--- src/rtl/cache_pmem_arbiter_if.sv ---
// rtl/cache_pmem_arbiter_if.sv - line-granular pmem request/response bus
interface cache_pmem_arbiter_if #(
    parameter int ADDR_W = 32,
    parameter int LINE_W = 256
);
    logic              read;
    logic              write;
    logic [ADDR_W-1:0] address;
    logic [LINE_W-1:0] wdata;
    logic [LINE_W-1:0] rdata;
    logic              resp;

    // master issues the request (cache side of a link), slave answers it
    modport master (
        output read, write, address, wdata,
        input  rdata, resp
    );

    modport slave (
        input  read, write, address, wdata,
        output rdata, resp
    );
endinterface

--- src/rtl/cache_pmem_arbiter.sv ---
// rtl/cache_pmem_arbiter.sv - round-robin merge of icache/dcache pmem traffic onto one memory port
module cache_pmem_arbiter #(
    parameter int ADDR_W = 32,
    parameter int LINE_W = 256,
    parameter int CNT_W  = 32
) (
    input  logic                 clk,
    input  logic                 rst_n,
    cache_pmem_arbiter_if.slave  i_pmem,
    cache_pmem_arbiter_if.slave  d_pmem,
    cache_pmem_arbiter_if.master pmem,
    output logic [CNT_W-1:0]     i_txn_count,
    output logic [CNT_W-1:0]     d_txn_count
);

    typedef enum logic [1:0] {
        IDLE   = 2'd0,
        BUSY_I = 2'd1,
        BUSY_D = 2'd2
    } state_t;

    state_t            r_state;
    state_t            w_next_state;
    logic              r_last_d;      // 1 when the dcache held the most recent grant
    logic              r_op_write;
    logic [ADDR_W-1:0] r_addr;
    logic [LINE_W-1:0] r_wdata;
    logic [CNT_W-1:0]  r_i_cnt;
    logic [CNT_W-1:0]  r_d_cnt;

    logic              w_req_i;
    logic              w_req_d;
    logic              w_grant_i;
    logic              w_grant_d;
    logic              w_done_i;
    logic              w_done_d;
    logic              w_pmem_read;
    logic              w_pmem_write;
    logic              w_i_resp;
    logic              w_d_resp;
    logic [LINE_W-1:0] w_i_rdata;
    logic [LINE_W-1:0] w_d_rdata;

    // state register; reset aborts any transaction in flight
    always_ff @(posedge clk or negedge rst_n) begin
        if (!rst_n) begin
            r_state <= IDLE;
        end else begin
            r_state <= w_next_state;
        end
    end

    // arbitration, next state and all bus outputs
    always_comb begin
        w_next_state = r_state;
        w_req_i      = i_pmem.read | i_pmem.write;
        w_req_d      = d_pmem.read | d_pmem.write;
        w_grant_i    = 1'b0;
        w_grant_d    = 1'b0;
        w_done_i     = 1'b0;
        w_done_d     = 1'b0;
        w_pmem_read  = 1'b0;
        w_pmem_write = 1'b0;
        w_i_resp     = 1'b0;
        w_d_resp     = 1'b0;
        w_i_rdata    = '0;
        w_d_rdata    = '0;
        case (r_state)
            IDLE: begin
                // on a tie the client that did not win last time goes first
                if (w_req_d && (!w_req_i || !r_last_d)) begin
                    w_grant_d    = 1'b1;
                    w_next_state = BUSY_D;
                end else if (w_req_i) begin
                    w_grant_i    = 1'b1;
                    w_next_state = BUSY_I;
                end
            end
            BUSY_I: begin
                w_pmem_read  = ~r_op_write;
                w_pmem_write = r_op_write;
                w_i_rdata    = pmem.rdata;
                w_i_resp     = pmem.resp;
                if (pmem.resp) begin
                    w_done_i     = 1'b1;
                    w_next_state = IDLE;
                end
            end
            BUSY_D: begin
                w_pmem_read  = ~r_op_write;
                w_pmem_write = r_op_write;
                w_d_rdata    = pmem.rdata;
                w_d_resp     = pmem.resp;
                if (pmem.resp) begin
                    w_done_d     = 1'b1;
                    w_next_state = IDLE;
                end
            end
            default: begin
                w_next_state = IDLE;
            end
        endcase
    end

    // capture the granted request so memory sees it stable whatever the client does next
    always_ff @(posedge clk or negedge rst_n) begin
        if (!rst_n) begin
            r_last_d   <= 1'b0;
            r_op_write <= 1'b0;
            r_addr     <= '0;
            r_wdata    <= '0;
        end else if (w_grant_d) begin
            r_last_d   <= 1'b1;
            r_op_write <= d_pmem.write;
            r_addr     <= d_pmem.address;
            r_wdata    <= d_pmem.wdata;
        end else if (w_grant_i) begin
            r_last_d   <= 1'b0;
            r_op_write <= i_pmem.write;
            r_addr     <= i_pmem.address;
            r_wdata    <= i_pmem.wdata;
        end
    end

    // saturating per-client completion counters
    always_ff @(posedge clk or negedge rst_n) begin
        if (!rst_n) begin
            r_i_cnt <= '0;
            r_d_cnt <= '0;
        end else begin
            if (w_done_i && (r_i_cnt != '1)) begin
                r_i_cnt <= r_i_cnt + CNT_W'(1);
            end
            if (w_done_d && (r_d_cnt != '1)) begin
                r_d_cnt <= r_d_cnt + CNT_W'(1);
            end
        end
    end

    assign pmem.read    = w_pmem_read;
    assign pmem.write   = w_pmem_write;
    assign pmem.address = r_addr;
    assign pmem.wdata   = r_wdata;

    assign i_pmem.rdata = w_i_rdata;
    assign i_pmem.resp  = w_i_resp;
    assign d_pmem.rdata = w_d_rdata;
    assign d_pmem.resp  = w_d_resp;

    assign i_txn_count  = r_i_cnt;
    assign d_txn_count  = r_d_cnt;

endmodule
--- src/flat_wrapper.sv ---
// flat-port wrapper written by rule: the top's interface ports become plain ports
module cache_pmem_arbiter_flat 
#(
    parameter int ADDR_W = 32,
    parameter int LINE_W = 256,
    parameter int CNT_W  = 32
)
  (clk, rst_n, i_txn_count, d_txn_count, i_pmem_read, i_pmem_write, i_pmem_address, i_pmem_wdata, i_pmem_rdata, i_pmem_resp, d_pmem_read, d_pmem_write, d_pmem_address, d_pmem_wdata, d_pmem_rdata, d_pmem_resp, pmem_read, pmem_write, pmem_address, pmem_wdata, pmem_rdata, pmem_resp);
  cache_pmem_arbiter_if #(.ADDR_W(ADDR_W), .LINE_W(LINE_W)) i_pmem_i ();
  cache_pmem_arbiter_if #(.ADDR_W(ADDR_W), .LINE_W(LINE_W)) d_pmem_i ();
  cache_pmem_arbiter_if #(.ADDR_W(ADDR_W), .LINE_W(LINE_W)) pmem_i ();
  input  logic clk;
  input  logic rst_n;
  output logic [CNT_W-1:0] i_txn_count;
  output logic [CNT_W-1:0] d_txn_count;
  input wire logic [$bits(i_pmem_i.read)-1:0] i_pmem_read;
  input wire logic [$bits(i_pmem_i.write)-1:0] i_pmem_write;
  input wire logic [$bits(i_pmem_i.address)-1:0] i_pmem_address;
  input wire logic [$bits(i_pmem_i.wdata)-1:0] i_pmem_wdata;
  output wire logic [$bits(i_pmem_i.rdata)-1:0] i_pmem_rdata;
  output wire logic [$bits(i_pmem_i.resp)-1:0] i_pmem_resp;
  input wire logic [$bits(d_pmem_i.read)-1:0] d_pmem_read;
  input wire logic [$bits(d_pmem_i.write)-1:0] d_pmem_write;
  input wire logic [$bits(d_pmem_i.address)-1:0] d_pmem_address;
  input wire logic [$bits(d_pmem_i.wdata)-1:0] d_pmem_wdata;
  output wire logic [$bits(d_pmem_i.rdata)-1:0] d_pmem_rdata;
  output wire logic [$bits(d_pmem_i.resp)-1:0] d_pmem_resp;
  output wire logic [$bits(pmem_i.read)-1:0] pmem_read;
  output wire logic [$bits(pmem_i.write)-1:0] pmem_write;
  output wire logic [$bits(pmem_i.address)-1:0] pmem_address;
  output wire logic [$bits(pmem_i.wdata)-1:0] pmem_wdata;
  input wire logic [$bits(pmem_i.rdata)-1:0] pmem_rdata;
  input wire logic [$bits(pmem_i.resp)-1:0] pmem_resp;
  assign i_pmem_i.read = i_pmem_read;
  assign i_pmem_i.write = i_pmem_write;
  assign i_pmem_i.address = i_pmem_address;
  assign i_pmem_i.wdata = i_pmem_wdata;
  assign i_pmem_rdata = i_pmem_i.rdata;
  assign i_pmem_resp = i_pmem_i.resp;
  assign d_pmem_i.read = d_pmem_read;
  assign d_pmem_i.write = d_pmem_write;
  assign d_pmem_i.address = d_pmem_address;
  assign d_pmem_i.wdata = d_pmem_wdata;
  assign d_pmem_rdata = d_pmem_i.rdata;
  assign d_pmem_resp = d_pmem_i.resp;
  assign pmem_read = pmem_i.read;
  assign pmem_write = pmem_i.write;
  assign pmem_address = pmem_i.address;
  assign pmem_wdata = pmem_i.wdata;
  assign pmem_i.rdata = pmem_rdata;
  assign pmem_i.resp = pmem_resp;
  cache_pmem_arbiter #(.ADDR_W(ADDR_W), .LINE_W(LINE_W), .CNT_W(CNT_W)) u_core (.clk(clk), .rst_n(rst_n), .i_pmem(i_pmem_i), .d_pmem(d_pmem_i), .pmem(pmem_i), .i_txn_count(i_txn_count), .d_txn_count(d_txn_count));
endmodule
--- config.mk ---
export PLATFORM = sky130hd
export DESIGN_NAME = cache_pmem_arbiter_flat
export DESIGN_NICKNAME = d
export VERILOG_FILES = /design/src/rtl/cache_pmem_arbiter_if.sv /design/src/rtl/cache_pmem_arbiter.sv /design/src/flat_wrapper.sv
export SDC_FILE = /design/constraint.sdc
export NUM_CORES = 1
export LEC_CHECK = 0
export ABC_AREA = 0
export BUFFER_PORTS_ARGS = -buffer_cell sky130_fd_sc_hd__buf_2
export CAP_MARGIN = 20
export CORE_AREA = 2 2 661 663
export CTS_BUF_LIST = sky130_fd_sc_hd__clkbuf_8
export DETAILED_ROUTE_END_ITERATION = 8
export DIE_AREA = 0 0 663 665
export HOLD_SLACK_MARGIN = 0.15
export PLACE_DENSITY = 0.3
export SLEW_MARGIN = 10
export SYNTH_ARGS = -nofsm -noshare
export SYNTH_HDL_FRONTEND = slang
export SYNTH_SLANG_ARGS = --single-unit
export TNS_END_PERCENT = 30
--- constraint.sdc ---
create_clock -name clk -period 1.9 [get_ports clk]
set_clock_uncertainty 0.15 [all_clocks]
set_input_delay 0.095 -clock clk [delete_from_list [all_inputs] [get_ports clk]]
set_output_delay 0.095 -clock clk [all_outputs]
set_load 0.05 [all_outputs]
### Word-level counts from Yosys, hierarchy flattened

Index checks and enable logic that the tools add are counted.

* $add $sub $neg: 2
* $mul: 0
* div/mod/pow operators: 0
* order comparisons: 0
* equality and inequality tests: 6
* shift-type cells: 0
* mux-type cells: 26
* bitwise operators: 3
* reductions and logical operators: 10

Operator list (count)
* 2-to-1 mux 256 bit: 4
* adder 32 x 1 -> 32 bit, second input constant: 2
* 2-to-1 mux 32 bit: 2
* != test 32 bit, second input constant: 2
* 2-to-1 mux 1 bit: 16
* 2-to-1 mux 2 bit: 3
* case mux 2 bit (2 select lines): 1
* logical AND 1 bit: 3
* != test 3 x 1 -> 1 bit, second input constant: 1
* equality test 2 x 1 -> 1 bit, second input constant: 1
* equality test 2 bit, second input constant: 1
* logical NOT 1 bit: 2
* logical NOT 2 bit: 1
* != test 2 x 1 -> 1 bit, second input constant: 1
* bitwise OR 1 bit: 2
* AND reduction 2 bit: 1
* nonzero test 2 bit: 1
* OR reduction 2 bit: 1
* logical OR 1 bit: 1
* inverter 1 bit: 1

* register bits: 356
* latch bits: 0
* RAM bits: 0
* ROM bits: 0
* bits of input ports: 839
* logic and storage cells: 54
* memories: 0

### Longest topological paths before layout

* word-level depth: 8
* gate-level depth with buffers: 9
* mapped depth without buffers: 8

### Least setup slack after synthesis

OpenSTA, ideal clock, no wires.

* path type: flip-flop to flip-flop
* start point: register u_core.r_d_cnt[8] (netlist: u_core.d_txn_count[8])
* end point: register u_core.r_d_cnt[25] (netlist: u_core.d_txn_count[25])
* library setup time: 143 ps
* arrival: 2063 ps
* setup slack: -456 ps
* cell stages (with the launch flop): 8
* clock period less this slack: 2356 ps
* cell sequence: dfrtp_1 > and4_1 > buf_4 > and4_1 > buf_4 > a31oi_1 > nand4_1 > xnor2_1

* cells in the longest elaborated chain, start to end: 2
* elaborated cells between the ends (all ways): 3

RTL lines
* start: declaration: RTL line cache_pmem_arbiter.sv:29 `logic [CNT_W-1:0] r_d_cnt;`
* start signal: assignment: RTL line cache_pmem_arbiter.sv:135 `r_d_cnt <= r_d_cnt + CNT_W'(1);`
* parallel branches: the longest is 2 deep, another holds adder 32 x 1 -> 32 bit

Parallel ways; which one is timed is not known.
A chain may end at the register's enable or synchronous reset.

### Final worst setup path

* start point: register u_core.r_state[1]
* end point: output port d_pmem_rdata[116]

* cells in the longest elaborated chain, start to end: 2

RTL lines
* start: declaration: RTL line cache_pmem_arbiter.sv:22 `state_t r_state;`
* start signal: assignment: RTL line cache_pmem_arbiter.sv:49 `r_state <= w_next_state;`
* equality test 2 bit: RTL line cache_pmem_arbiter.sv:68 `case (r_state)`
* 2-to-1 mux 256 bit: RTL line cache_pmem_arbiter.sv:68
* end: declaration: RTL line flat_wrapper.sv:26 `output wire logic [$bits(d_pmem_i.rdata)-1:0] d_pmem_rdata;`

No other way between the ends.

==> summary.md <==
| Metric | Value |
|---|---|
| Status | `finished with violations` |
| Failing checks | `negative setup slack` |
| Max FO, Critical Path | `5` |
| Initial antenna violation count | `roughly 160` |
| Pre-antenna DRT Iters | `5` |
| Share of cells above drive strength 1 | `0.466` |
| Post-synthesis net count | `about 3000` |
| Global-route wire length before repair | `391000 µm` |
| # port buffers | `around 1700` |
| Worst Reg-to-Reg Cells | `7` |
| Final hold vios | `0` |
| Io pins | `1707` |
| Num CTS Buffers | `80` |
| Hold path cells | `5` |
| Clock Tree Root | `clkbuf_8` |
| Synthesized area per cell | `slightly above 9 µm²` |
| Core box area | `around 430000 µm²` |
| Largest net degree at the start of global routing | `67` |
| Final Worst Setup Slack | `-0.747 ns` |
| Number of register bits inferred by synthesis | `356` |
| Full die area | `around 440000 µm²` |
| Total grt overflow | `0` |
| Cell Pwr Density | `between 1000 and 1500 nW/µm²` |
| Clock Sinks | `356` |
| HP Class | `in -> reg` |
| Final min period | `between 2 and 3 ns` |
| Final wirelength | `between 300000 and 400000 µm` |
| Commonest cells after routing, fill and taps aside | `1191 x buf_2, 1136 x dlygate4sd3_1, 360 x buf_12` |
| Critical Path End Type | `primary output` |
| Post-synth EDFFs | `0` |
| GPL Wtd Cong | `0.996` |
| Setup TNS | `-355.42 ns` |
| Vias in the first global route | `32187` |
| Die Y | `between 600 and 700 µm` |
| Tcrit/Tclk final | `1.39` |
| Area post-placement | `between 40000 and 50000 µm²` |
| Power Total | `about 86000 µW` |
| Final setup fails | `slightly below 800` |
| Layout area overhead | `198%` |
| Worst Tran Pin Value | `0.717 ns` |
| Total track usage | `0.140` |
| Final ANT Viol Nets | `0` |
| Max Freq | `about 380 MHz` |
| Critical Path Start Type | `register` |
| Initial drt markers | `approximately 1400` |
| Max_cap viols | `0` |
| Area of the mapped netlist | `19700 µm²` |
| Setup Crit Path Kind | `reg -> out` |
| WP data required | `1.65 ns` |
| P_leak | `roughly 0.026 µW` |
| Max VDD drop | `around 0.0010 V` |
| Distinct cell type count after synthesis | `42` |
| Top post-synthesis cells by area | `dfrtp_1 45%, and2_1 16%, mux2i_1 15%` |
| Clk buf depth | `4` |
| Via count | `about 30000` |
| Final core utilization | `0.135` |
| Max Slew Vio Count | `0` |
| Slew HR | `0.525` |
| Rows | `~240` |
| DPL Wire Length | `279000 µm` |
| Initial Util | `0.0454` |
| Most common cell after layout, fill and taps aside | `buf_2` |
| Die X | `between 600 and 700 µm` |
| Ys flop type | `dfrtp_1` |
| Area leader, netlist | `dfrtp_1` |
| Via/cell ratio | `about 2.7` |
| Post-synth top area share | `0.453` |
| Synth warnings | `0` |
| Design Area, Final | `58700 µm²` |
| Register area share after synthesis | `0.453` |
| Clock Pin Slew Worst Setup and Hold Paths | `approximately 0.060 ns` |
| DR WL/cell | `a little under 30 µm` |
| Nets | `roughly 6000` |
| Detailed-route DRC error count | `0` |
| TritonCTS clock tree | `built` |
| RSZ-0062 raised after global routing | `true` |
| H-tree levels | `3` |
| Synthesized netlist cell count | `roughly 2100` |
| Worst-Skew Late Latency | `~0.83 ns` |
| Ys async rst share | `1.00` |
| Worst Path Arrival | `2.40 ns` |
flip-flops by register name, summed over array words and instances, names as in the netlist:
signal and flops:
u_core.d_txn_count 32, u_core.pmem.wdata 256, u_core.r_op_write 1, u_core.i_txn_count 32, u_core.pmem.address 32, u_core.r_state 2, u_core.r_last_d 1
cell usage after synthesis, types with 2 or more instances:
library cell,number
and2_1,515
dfrtp_1,356
nand2_1,311
o21ai_0,291
mux2i_1,289
clkbuf_1,114
xnor2_1,39
buf_2,37
nand4_1,24
xor2_1,23
nand3_1,20
nor2_1,18
inv_1,12
and3_1,10
and4_1,6
nor3_1,6
ha_1,5
nor4_1,4
a31oi_1,3
nor2_2,3
a22o_1,2
buf_1,2
buf_4,2
mux2_2,2
nor2b_1,2
critical path, cell delays in order (launching register included):
cell and delay, ns:
dfrtp_1 0.39, buf_4 0.15, ha_4 0.18, buf_4 0.14, buf_12 0.13, buf_16 0.15
buf_8 0.13, and2_4 0.16, buf_12 0.14
cell type report:
cell class / instances / area [µm²]
Fill cell: 49083 / 375000
Tap cell: 5734 / 7170
Clock inverter: 33 / 175
Clock buffer: 101 / 1390
Timing Repair Buffer: 3214 / 29900
Antenna cell: 104 / 260
Sequential cell: 356 / 8960
Multi-Input combinational cell: 1589 / 10700
Inverter: 12 / 52.6
timing repair:
item | 4_1_cts | 5_1_grt
pin swaps | 9 | 1
setup buffers | 13 | 6
hold buffers | 1137 | 0
endpoints found under the setup margin | 1008 | 1049
gates resized for setup | 397 | 322
endpoints found under the hold margin | 706 | 0
cloned | 14 | 17
path summary, 6_finish.rpt:
check | to | slack (ns) | startpoint
worst max register to register | u_core.pmem.address[16]$_DFFE_PN0P_ | -0.34 | u_core.r_last_d$_DFFE_PN0P_
worst min register to register | u_core.pmem.wdata[112]$_DFFE_PN0P_ | 0.32 | u_core.pmem.wdata[112]$_DFFE_PN0P_
min in group asynchronous | u_core.pmem.wdata[185]$_DFFE_PN0P_ | 0.67 | rst_n
max in group asynchronous | u_core.i_txn_count[9]$_DFFE_PN0P_ | 0.15 | rst_n
worst min-delay path | u_core.pmem.wdata[13]$_DFFE_PN0P_ | 0.25 | i_pmem_wdata[13]
worst max-delay path | d_pmem_rdata[116] | -0.75 | u_core.r_state[1]$_DFFE_PN0P_
metal layers:
layer,vias up,track usage,part of all wire
li1,13443,-,-
met1,14656,0.137,0.34
met2,1596,0.247,0.49
met3,604,0.0720,0.11
met4,104,0.0577,0.051
met5,-,0,0.0026
where the power goes:
group | switching (µW) | total [µW] | internal, µW
logic | 43500 | 63600 | 20100
registers | 2050 | 12900 | 10900
clock network | 4270 | 9150 | 4880
through the flow:
step | cells | worst slack (ns) | hold WS, ns
after floorplan | 2113 | -0.257 | -0.351
after global placement | 9722 | -0.472 | -0.0616
after detailed placement | 9722 | -0.486 | -0.0606
after CTS | 11019 | -0.928 | 0.152
after global routing | 11120 | -0.887 | 0.179
final | 11143 | -0.747 | 0.247
cell families after synthesis:
logic type / after synthesis / share of synthesized area
AOI/OAI and AO/OA: 304 / 0.0795
xor gates and xnor gates: 62 / 0.0276
adders and majority gates: 5 / 0.00318
buffers and inverters: 168 / 0.0352
DFF: 356 / 0.453
muxes: 291 / 0.148
and+or+nand+nor: 927 / 0.254
(Power assumes the default switching activity.)
